<file path="src/rtl/multi_player_arbiter_game_pkg.sv">
// Shared types and constants for the N-player reaction game.
package arbiter_game_pkg;
  typedef enum logic [2:0] {IDLE, COUNTDOWN, ARMED, WIN_SHOW, FOUL_SHOW} state_e;

  localparam int SCORE_W = 4;

  function automatic int id_w(input int n);
    return (n > 1) ? $clog2(n) : 1;
  endfunction
endpackage

</file>
<file path="src/rtl/multi_player_arbiter_game_if.sv">
// Pin-side bundle of the reaction game: buttons in, display and result out.
interface multi_player_arbiter_game_if #(
  parameter int N_PLAYERS = 4,
  parameter int CD_STEPS  = 4
);
  import arbiter_game_pkg::*;
  localparam int ID_W = id_w(N_PLAYERS);

  logic [N_PLAYERS-1:0] req_n_in;
  logic [CD_STEPS-1:0]  cd_leds_out;
  logic [N_PLAYERS-1:0] leds_out;
  logic [ID_W-1:0]      winner_id_out;
  logic                 winner_valid_out;
  logic                 foul_out;
`ifdef ARBITER_GAME_SCORE_EN
  logic [N_PLAYERS*SCORE_W-1:0] score_out;
`endif

  modport master (
    output req_n_in,
    input  cd_leds_out, leds_out, winner_id_out, winner_valid_out, foul_out
`ifdef ARBITER_GAME_SCORE_EN
    , input score_out
`endif
  );

  modport slave (
    input  req_n_in,
    output cd_leds_out, leds_out, winner_id_out, winner_valid_out, foul_out
`ifdef ARBITER_GAME_SCORE_EN
    , output score_out
`endif
  );
endinterface

</file>
<file path="src/rtl/multi_player_arbiter_game_tick_prescaler.sv">
// Game tick generator: one-cycle pulse every PRESCALER_COUNT clocks, restartable.
module tick_prescaler #(
  parameter int PRESCALER_COUNT = 250
) (
  input  logic clk,
  input  logic rst_in_n,
  input  logic restart,
  output logic tick
);
  localparam int CW = (PRESCALER_COUNT > 1) ? $clog2(PRESCALER_COUNT) : 1;

  logic [CW-1:0] cnt_q, cnt_d;

  assign tick  = (cnt_q == CW'(PRESCALER_COUNT - 1));
  assign cnt_d = (restart || tick) ? '0 : cnt_q + CW'(1);

  always_ff @(posedge clk) begin
    if (!rst_in_n) cnt_q <= '0;
    else           cnt_q <= cnt_d;
  end
endmodule

</file>
<file path="src/rtl/multi_player_arbiter_game.sv">
// N-player reaction game: countdown, armed race with round-robin tie-break, foul/timeout.
// Optional per-player score counters when ARBITER_GAME_SCORE_EN is defined.
module multi_player_arbiter_game
  import arbiter_game_pkg::*;
#(
  parameter int N_PLAYERS       = 4,
  parameter int CLOCK_FREQ      = 1000,
  parameter int PRESCALER_COUNT = CLOCK_FREQ / 4,
  parameter int CD_STEPS        = 4,
  parameter int WIN_TICKS       = 8,
  parameter int TIMEOUT_TICKS   = 16
) (
  input logic clk,
  input logic rst_in_n,
  multi_player_arbiter_game_if.slave bus
);
  localparam int ID_W  = id_w(N_PLAYERS);
  localparam int MAX_T = (CD_STEPS > WIN_TICKS)
                       ? ((CD_STEPS > TIMEOUT_TICKS) ? CD_STEPS : TIMEOUT_TICKS)
                       : ((WIN_TICKS > TIMEOUT_TICKS) ? WIN_TICKS : TIMEOUT_TICKS);
  localparam int TW    = $clog2(MAX_T + 1);

  state_e               state_q, state_d;
  logic [N_PLAYERS-1:0] sync1_q, sync2_q, req, elig, rot, gnt_oh, win_oh;
  logic [N_PLAYERS-1:0] foul_q, foul_d, foul_nx, leds_q, leds_d;
  logic [CD_STEPS-1:0]  cd_q, cd_d;
  logic [ID_W-1:0]      id_q, id_d, rr_q, rr_d, rot_k, gnt_idx;
  logic [ID_W:0]        gnt_sum, rr_inc;
  logic [TW-1:0]        tcnt_q, tcnt_d;
  logic                 gnt_vld, tick, restart;

  tick_prescaler #(.PRESCALER_COUNT(PRESCALER_COUNT)) u_tick (
    .clk(clk), .rst_in_n(rst_in_n), .restart(restart), .tick(tick)
  );

  assign req     = ~sync2_q;
  assign foul_nx = foul_q | req;
  assign elig    = req & ~foul_q;

  // Rotate so the RR pointer sits at bit 0, pick the lowest set bit, rotate back.
  assign rot = (elig >> rr_q) | (elig << (N_PLAYERS - int'(rr_q)));
  always_comb begin
    gnt_vld = |rot;
    rot_k   = '0;
    for (int i = N_PLAYERS - 1; i >= 0; i--)
      if (rot[i]) rot_k = ID_W'(i);
  end
  assign gnt_sum = {1'b0, rr_q} + {1'b0, rot_k};
  assign gnt_idx = (gnt_sum >= (ID_W+1)'(N_PLAYERS)) ? gnt_sum[ID_W-1:0] - ID_W'(N_PLAYERS)
                                                     : gnt_sum[ID_W-1:0];
  assign gnt_oh  = N_PLAYERS'(1) << gnt_idx;
  assign win_oh  = N_PLAYERS'(1) << id_q;
  assign rr_inc  = {1'b0, id_q} + (ID_W+1)'(1);

  always_comb begin
    state_d = state_q;
    cd_d    = cd_q;
    leds_d  = leds_q;
    id_d    = id_q;
    rr_d    = rr_q;
    foul_d  = foul_q;
    tcnt_d  = tick ? tcnt_q + TW'(1) : tcnt_q;
    case (state_q)
      IDLE: if (!(|req) && tick) begin
        state_d = COUNTDOWN;
        cd_d    = '1;
        foul_d  = '0;
      end
      COUNTDOWN: begin
        foul_d = foul_nx;
        if (tick) begin
          cd_d = cd_q >> 1;
          if (tcnt_q == TW'(CD_STEPS - 1)) begin
            if (&foul_nx) begin
              state_d = FOUL_SHOW;
              leds_d  = foul_nx;
            end else begin
              state_d = ARMED;
            end
          end
        end
      end
      ARMED: begin
        if (gnt_vld) begin
          state_d = WIN_SHOW;
          id_d    = gnt_idx;
          leds_d  = gnt_oh;
        end else if (tick && tcnt_q == TW'(TIMEOUT_TICKS - 1)) begin
          state_d = IDLE;
        end
      end
      WIN_SHOW: if (tick) begin
        if (tcnt_q == TW'(WIN_TICKS - 1)) begin
          state_d = IDLE;
          leds_d  = '0;
          rr_d    = (rr_inc == (ID_W+1)'(N_PLAYERS)) ? '0 : rr_inc[ID_W-1:0];
        end else begin
          leds_d  = leds_q ^ win_oh;
        end
      end
      FOUL_SHOW: if (tick && tcnt_q == TW'(WIN_TICKS - 1)) begin
        state_d = IDLE;
        leds_d  = '0;
      end
      default: state_d = IDLE;
    endcase
    if (state_d != state_q) tcnt_d = '0;
  end

  assign restart = (state_d != state_q);

  always_ff @(posedge clk) begin
    if (!rst_in_n) state_q <= IDLE;
    else           state_q <= state_d;
  end

  always_ff @(posedge clk) begin
    if (!rst_in_n) begin
      sync1_q <= '1;
      sync2_q <= '1;
      cd_q    <= '0;
      leds_q  <= '0;
      id_q    <= '0;
      rr_q    <= '0;
      foul_q  <= '0;
      tcnt_q  <= '0;
    end else begin
      sync1_q <= bus.req_n_in;
      sync2_q <= sync1_q;
      cd_q    <= cd_d;
      leds_q  <= leds_d;
      id_q    <= id_d;
      rr_q    <= rr_d;
      foul_q  <= foul_d;
      tcnt_q  <= tcnt_d;
    end
  end

  assign bus.cd_leds_out      = cd_q;
  assign bus.leds_out         = leds_q;
  assign bus.winner_id_out    = id_q;
  assign bus.winner_valid_out = (state_q == WIN_SHOW);
  assign bus.foul_out         = (state_q == FOUL_SHOW);

`ifdef ARBITER_GAME_SCORE_EN
  logic [N_PLAYERS-1:0][SCORE_W-1:0] score_q, score_d;

  // Win credit lands on WIN_SHOW entry, foul penalty on COUNTDOWN exit; both saturate.
  always_comb begin
    score_d = score_q;
    for (int p = 0; p < N_PLAYERS; p++) begin
      if (state_q == ARMED && state_d == WIN_SHOW && gnt_oh[p] && score_q[p] != '1)
        score_d[p] = score_q[p] + SCORE_W'(1);
      if (state_q == COUNTDOWN && state_d != COUNTDOWN && foul_nx[p] && score_q[p] != '0)
        score_d[p] = score_q[p] - SCORE_W'(1);
    end
  end

  always_ff @(posedge clk) begin
    if (!rst_in_n) score_q <= '0;
    else           score_q <= score_d;
  end

  assign bus.score_out = score_q;
`endif
endmodule
</file>
<file path="src/flat_wrapper.sv">
// flat-port wrapper written by rule: the top's interface ports become plain ports
module multi_player_arbiter_game_flat import arbiter_game_pkg::*;
#(
  parameter int N_PLAYERS       = 4,
  parameter int CLOCK_FREQ      = 1000,
  parameter int PRESCALER_COUNT = CLOCK_FREQ / 4,
  parameter int CD_STEPS        = 4,
  parameter int WIN_TICKS       = 8,
  parameter int TIMEOUT_TICKS   = 16
)
  (clk, rst_in_n, bus_req_n_in, bus_cd_leds_out, bus_leds_out, bus_winner_id_out, bus_winner_valid_out, bus_foul_out);
  multi_player_arbiter_game_if #(.N_PLAYERS(N_PLAYERS), .CD_STEPS(CD_STEPS)) bus_i ();
  input logic clk;
  input logic rst_in_n;
  input wire logic [$bits(bus_i.req_n_in)-1:0] bus_req_n_in;
  output wire logic [$bits(bus_i.cd_leds_out)-1:0] bus_cd_leds_out;
  output wire logic [$bits(bus_i.leds_out)-1:0] bus_leds_out;
  output wire logic [$bits(bus_i.winner_id_out)-1:0] bus_winner_id_out;
  output wire logic [$bits(bus_i.winner_valid_out)-1:0] bus_winner_valid_out;
  output wire logic [$bits(bus_i.foul_out)-1:0] bus_foul_out;
  assign bus_i.req_n_in = bus_req_n_in;
  assign bus_cd_leds_out = bus_i.cd_leds_out;
  assign bus_leds_out = bus_i.leds_out;
  assign bus_winner_id_out = bus_i.winner_id_out;
  assign bus_winner_valid_out = bus_i.winner_valid_out;
  assign bus_foul_out = bus_i.foul_out;
  multi_player_arbiter_game #(.N_PLAYERS(N_PLAYERS), .CLOCK_FREQ(CLOCK_FREQ), .PRESCALER_COUNT(PRESCALER_COUNT), .CD_STEPS(CD_STEPS), .WIN_TICKS(WIN_TICKS), .TIMEOUT_TICKS(TIMEOUT_TICKS)) u_core (.clk(clk), .rst_in_n(rst_in_n), .bus(bus_i));
endmodule
</file>
<file path="config.mk">
export PLATFORM = sky130hd
export DESIGN_NAME = multi_player_arbiter_game_flat
export DESIGN_NICKNAME = d
export VERILOG_FILES = /design/src/rtl/multi_player_arbiter_game_pkg.sv /design/src/rtl/multi_player_arbiter_game_if.sv /design/src/rtl/multi_player_arbiter_game_tick_prescaler.sv /design/src/rtl/multi_player_arbiter_game.sv /design/src/flat_wrapper.sv
export SDC_FILE = /design/constraint.sdc
export NUM_CORES = 1
export LEC_CHECK = 0
export ABC_CLOCK_PERIOD_IN_PS = 6600
export BUFFER_PORTS_ARGS = -buffer_cell sky130_fd_sc_hd__buf_2
export CAP_MARGIN = 10
export CELL_PAD_IN_SITES_DETAIL_PLACEMENT = 1
export CELL_PAD_IN_SITES_GLOBAL_PLACEMENT = 1
export CORE_AREA = 5 5 73 75
export DETAILED_ROUTE_END_ITERATION = 8
export DIE_AREA = 0 0 78 80
export PLACE_DENSITY = 0.79
export SYNTH_ARGS = -nofsm -noshare
export SYNTH_HDL_FRONTEND = slang
export SYNTH_SLANG_ARGS = --single-unit
</file>
<file path="constraint.sdc">
create_clock -name clk -period 6.6 [get_ports clk]
set_input_delay 1.98 -clock clk [delete_from_list [all_inputs] [get_ports clk]]
set_output_delay 1.98 -clock clk [all_outputs]
set_load 0.005 [all_outputs]
</file>
-- Word level (Yosys, flattened, before mapping)
Index checks and enable logic that the tools add are counted.
- flip-flop bits (word level): 40
- word-level logic and storage cells: 89
- $add $sub $neg: 5
- equality and inequality tests: 17
- shift operators: 4
- mux-type cells: 28
- bitwise operators: 7
- reductions and logical operators: 18
- operators with widths (kind ; number):
    $mux 4 ; 10
    $shl 4x32->4 ; 1
    $mux 3 ; 9
    $pmux 4 s2 ; 2
    $pmux 4 s4 ; 1
    $pmux 3 s5 ; 1
    $ne 2x1->1 const B ; 7
    $mux 2 ; 5
    $add 8x1->8 const B ; 1
    $eq 8x8->1 const B ; 1
    $not 4->4 ; 2
    $or 4x4->4 ; 2
    $reduce_or 4->1 ; 2
    $shl 1x2->4 const A ; 2
    $reduce_and 7->1 ; 1
    $eq 3x2->1 const B ; 2
    $eq 3x3->1 const B ; 2
    $reduce_and 3->1 ; 2
    $add 5x1->5 const B ; 1
    $eq 5x2->1 const B ; 1
    $eq 5x3->1 const B ; 1
    $eq 5x4->1 const B ; 1
    $and 4x4->4 ; 1
    $reduce_and 2->1 ; 2
    other kinds (16) ; 19

-- Depth between registers and ports, before layout
- depth in word-level cells: 12
- mapped depth: 13
- mapped depth without buffers: 12

-- By module
A second synthesis with hierarchy kept.
- cells, all modules: 271
- area, all modules: 2308.5 um2
- modules (own cells, without submodules) (module ; times used ; cells an instance ; area an instance (um2) ; seq. area each (um2)):
    multi_player_arbiter_game ; 1 ; 223 ; 1905.6 ; 640.6
    tick_prescaler ; 1 ; 48 ; 402.9 ; 160.2

-- Worst setup path before layout
Ideal clock, no wire load.
- kind: reg-to-reg
- start: register u_core.rr_q[0]
- end: register u_core.leds_q[0] (netlist: u_core.bus.leds_out[0])
- arrival: 3.059 ns
- data required time: 6.540 ns
- slack: 3.481 ns
- cell stages (with the launch flop): 14
- path buffers: 1
- cell sequence: dfxtp_1 > buf_2 > inv_1 > ha_1 > nor2_1 > or4_1 > and3_2 > a21oi_1 > nor2_1 > ha_1 > xnor2_1 > or4_1 > a21boi_0 > o221a_1
- word-level cells in the longest chain between the ends: 11
- elaborated cells on any way between the ends: 15
- RTL lines (element ; line ; text):
    from (decl) ; multi_player_arbiter_game.sv:27 ; logic [ID_W-1:0] id_q, id_d, rr_q, rr_d, rot_k, gnt_idx;
    from (signal assigned) ; multi_player_arbiter_game.sv:133 ; rr_q <= rr_d;
    $sub 3x2->4 ; multi_player_arbiter_game.sv:41 ; assign rot = (elig >> rr_q) | (elig << (N_PLAYERS - int'(rr_q)));
    $shl 4x32->4 ; multi_player_arbiter_game.sv:41 ;
    $or 4x4->4 ; multi_player_arbiter_game.sv:41 ;
    $mux 2 (4 in a row) ; multi_player_arbiter_game.sv:46 ; if (rot[i]) rot_k = ID_W'(i);
    $add 2x2->2 ; multi_player_arbiter_game.sv:48 ; assign gnt_sum = {1'b0, rr_q} + {1'b0, rot_k};
    $shl 1x2->4 ; multi_player_arbiter_game.sv:51 ; assign gnt_oh = N_PLAYERS'(1) << gnt_idx;
    $mux 4 ; multi_player_arbiter_game.sv:84 ; if (gnt_vld) begin
    $pmux 4 s4 ; multi_player_arbiter_game.sv:63 ; case (state_q)
    to (signal assigned) ; multi_player_arbiter_game.sv:131 ; leds_q <= leds_d;
    to (decl) ; multi_player_arbiter_game.sv:25 ; logic [N_PLAYERS-1:0] foul_q, foul_d, foul_nx, leds_q, leds_d;
Parallel ways exist; a longest one is shown, timed or not. The select of a mux whose other input is x is not followed.
A chain may end at the register's enable or synchronous reset.

-- Worst setup path in the final report
- start: input rst_in_n
- end: register u_core.tcnt_q[4]
- word-level cells in the longest chain between the ends: 2
- RTL lines (element ; line ; text):
    from (decl) ; flat_wrapper.sv:14 ; input logic rst_in_n;
    $not 1->1 (no source line) ; - ;
    $reduce_or 2->1 (no source line) ; - ;
    to (signal assigned) ; multi_player_arbiter_game.sv:135 ; tcnt_q <= tcnt_d;
    to (decl) ; multi_player_arbiter_game.sv:29 ; logic [TW-1:0] tcnt_q, tcnt_d;
Every way passes these cells.

==> summary.md <==
| Metric | Value |
|---|---|
| Top-area cell type share of the netlist area | 0.3758 |
| Worst hold start | u_core.sync1_q[2] |
| DR vias/cell | about 5.8 |
| CP startpoint kind | input pin |
| Final WS setup | roughly 3 ns |
| Ant diodes | 0 |
| Worst hold path depth | 1 |
| DRC | 0 |
| Worst-margin pin slew | 0.7109 ns |
| Crit path kind | input pin to flip-flop |
| Worst-Skew Late Latency | between 0.2 and 0.3 ns |
| Post-synth top area cell | dfxtp_1 |
| I/O pin cnt | 18 |
| Hold Vio Cnt, Final | 0 |
| Setup violators final | 0 |
| HPWL after detailed placement | 3.752 mm |
| CP arrival | 3.85 ns |
| Final slew viol count | 0 |
| Fill count | 579 |
| Top cells by area, synth | dfxtp_1 38%, ha_1 5.9%, nor2_1 4.6%, a21oi_1 4.0%, xnor2_1 3.3% |
| Die H | ~80 um |
| Predominant post-synthesis flop cell | dfxtp_1 |
| Die area | around 6200 um2 |
| Min-delay worst type | flip-flop to flip-flop |
| Slew headroom | 0.5211 |
| Initial antenna violation count | 0 |
| DR vias | 1874 |
| Die W | between 70 and 80 um |
| Cts hold-fix bufs | 0 |
| RR Startpoint | u_core.rr_q[0] |
| Yosys reg bits | 40 |
| DR iter-0 viols | between 70 and 80 |
| Yosys warnings | 0 |
| Final Cycle Share | 0.5516 |
| Post-CTS Setup Bufs | 0 |
| Num CTS Buffers | 5 |
| DR WL/cell | 15.57 um |
| GR Layer Usage met2 | 0.2855 |
| R2R Setup Slk | around 3.1 ns |
| Worst-path clk slew | ~0.08 ns |
| FFs w/ async S/R, synth | 0 |
| CTS root buffer | clkbuf_8 |
| Vias in the first global route | between 1500 and 2000 |
| Final GP Congestion | approximately 0.86 |
| Max cap viols | 0 |
| DRT Pass-1 Iters | 4 |
| Sequential-to-total area share from yosys stat | 0.3758 |
| Final min period | 3.641 ns |
| Post-Syn Nets | approximately 270 |
| P_leak | about 0.93 nW |
| Post-synth EDFFs | 0 |
| Outcome | complete, no violations |
| Maximum vdd drop | about 0.1 mV |
| Post-place setup slack | around 2.7 ns |
| Global-route wire length before repair | around 8.4 mm |
| Max frequency | 274.7 MHz |
| Core Area | between 4000 and 5000 um2 |
| Pin count of the biggest net entering global routing | 20 |
| Commonest non-fill, non-tap cell in the layout | dfxtp_1 |
| Gr busiest metal | met2 |
| Mean area per synthesized cell | about 8.6 um2 |
| Worst reg2reg path depth | 12 |
| Clock Tree Buf Depth | 2 |
| Most frequent cells in the layout | 40 x dfxtp_1, 26 x nor2_1, 17 x a21oi_1, 17 x buf_2, 13 x nand2_1 |
| IO Port Bufs | 17 |
| Worst endpoint required time | ~6.8 ns |
| Starting Density | 0.4634 |
| Setup TNS | 0 ns |
| Met3 Use GR | 0.03273 |
| Setup repair after global routing missed its margin | no |
| CTS H-tree lvls | 2 |
| Remaining antenna violation count | 0 |
| Routed Wire Length | approximately 5 mm |
| Worst Hold Path EP | u_core.sync2_q[2] |
| R2r endpoint | u_core.bus.leds_out[1] |
| Clk sink count | 40 |
| Row count | 25 |
| Netlist Area Pre-Place | about 2100 um2 |
| Worst Skew | 0.004111 ns |
| Synth Instances | around 250 |
| Pwr Density | 185.9 nW/um2 |
| Post_cts resized | 0 |
| Gr usage total | 0.1668 |
| Yosys cell types | 51 |
| Nets | 283 |
| CP Max Fanout | 17 |
| CTS tree | done |
| Gr ovfl total | 0 |
| Area growth syn-to-layout | 10.80% |
| Met1 Resource Use GR | 0.2080 |
| Share of cells above drive strength 1 | 0.1231 |
| CP endpoint kind | flip-flop |
cell usage after synthesis (4+ instances only):
library cell	instances
nor2b_1	9
o21ai_0	7
ha_1	10
nand3_1	6
clkbuf_1	6
nor3_1	11
nand2b_1	9
nand4_1	5
xnor2_1	8
nor3b_1	4
xor2_1	7
nor2_1	26
a31oi_1	4
a21boi_0	4
nand2_1	13
inv_1	9
a21oi_1	17
dfxtp_1	40
or3_1	4
state kept, by name (all words and copies together), names as in the netlist:
register                  cells
u_core.u_tick.cnt_q           8
u_core.tcnt_q                 5
u_core.bus.cd_leds_out        4
u_core.bus.leds_out           4
u_core.foul_q                 4
u_core.sync1_q                4
u_core.sync2_q                4
u_core.state_q                3
u_core.bus.winner_id_out      2
u_core.rr_q                   2
layer usage:
layer | vias to the layer above | wire (um)
met2 | 15 | 2457
met1 | 918 | 2377
met5 | - | 0
met4 | 0 | 59
li1 | 936 | -
met3 | 5 | 118
where the power goes:
part	switching [mW]	internal, mW
combinational	0.0107	0.00732
clock	0.0877	0.0846
sequential	0.00369	0.245
cells by family (layout without fill, tap and decap cells):
kind of cell,count (synthesis),count (layout),share of synthesized area
DFF,40,40,0.3758
AOI/OAI and AO/OA,56,56,0.1809
and+or+nand+nor,107,107,0.2766
adders and majority gates,10,10,0.05872
xor gates and xnor gates,15,15,0.06166
buffers and inverters,18,37,0.03229
muxes,3,3,0.01409
stage by stage:
step / power (mW) / cells / hold WS, ns / util / area (um2)
after global placement: 0.2718 / 314 / 0.3899 / 0.4922 / 2263
after detailed placement: 0.2725 / 314 / 0.3963 / 0.4922 / 2263
final: 0.4390 / 322 / 0.4139 / 0.5135 / 2361
after floorplan: 0.2667 / 249 / 0.3863 / - / 2131
after CTS: 0.4454 / 322 / 0.4179 / 0.5135 / 2361
after global routing: 0.4585 / 322 / 0.4246 / 0.5135 / 2361
area by class of cell:
type | count | area, um2 | share of cell area
clock inverter | 2 | 15.01 | 0.006359
inverter | 11 | 41.29 | 0.01749
clock buffer | 6 | 82.58 | 0.03498
tap | 54 | 67.56 | 0.02862
timing repair buffer | 18 | 92.59 | 0.03922
multi-input combinational | 191 | 1261 | 0.5342
sequential | 40 | 800.8 | 0.3392
worst max path at each step:
| stage | startpoint | end | slack (ns) |
|---|---|---|---|
| 2_1_floorplan | u_core.rr_q[0] | u_core.bus.leds_out[0] | 3.48 |
| 3_3_place_gp | rst_in_n | u_core.tcnt_q[4] | 2.75 |
| 3_5_place_dp | rst_in_n | u_core.tcnt_q[4] | 2.65 |
| 4_1_cts | rst_in_n | u_core.tcnt_q[4] | 2.96 |
| 5_1_grt | rst_in_n | u_core.u_tick.cnt_q[5] | 2.72 |
| 6_report | rst_in_n | u_core.tcnt_q[4] | 2.96 |
worst max-delay path, stage by stage:
cell      delay [ns]
buf_2           0.26
clkinv_1        0.53
nor4_1          0.53
a32oi_1         0.29
a211oi_1        0.26
No activity file was read; power rests on OpenSTA's default activity.
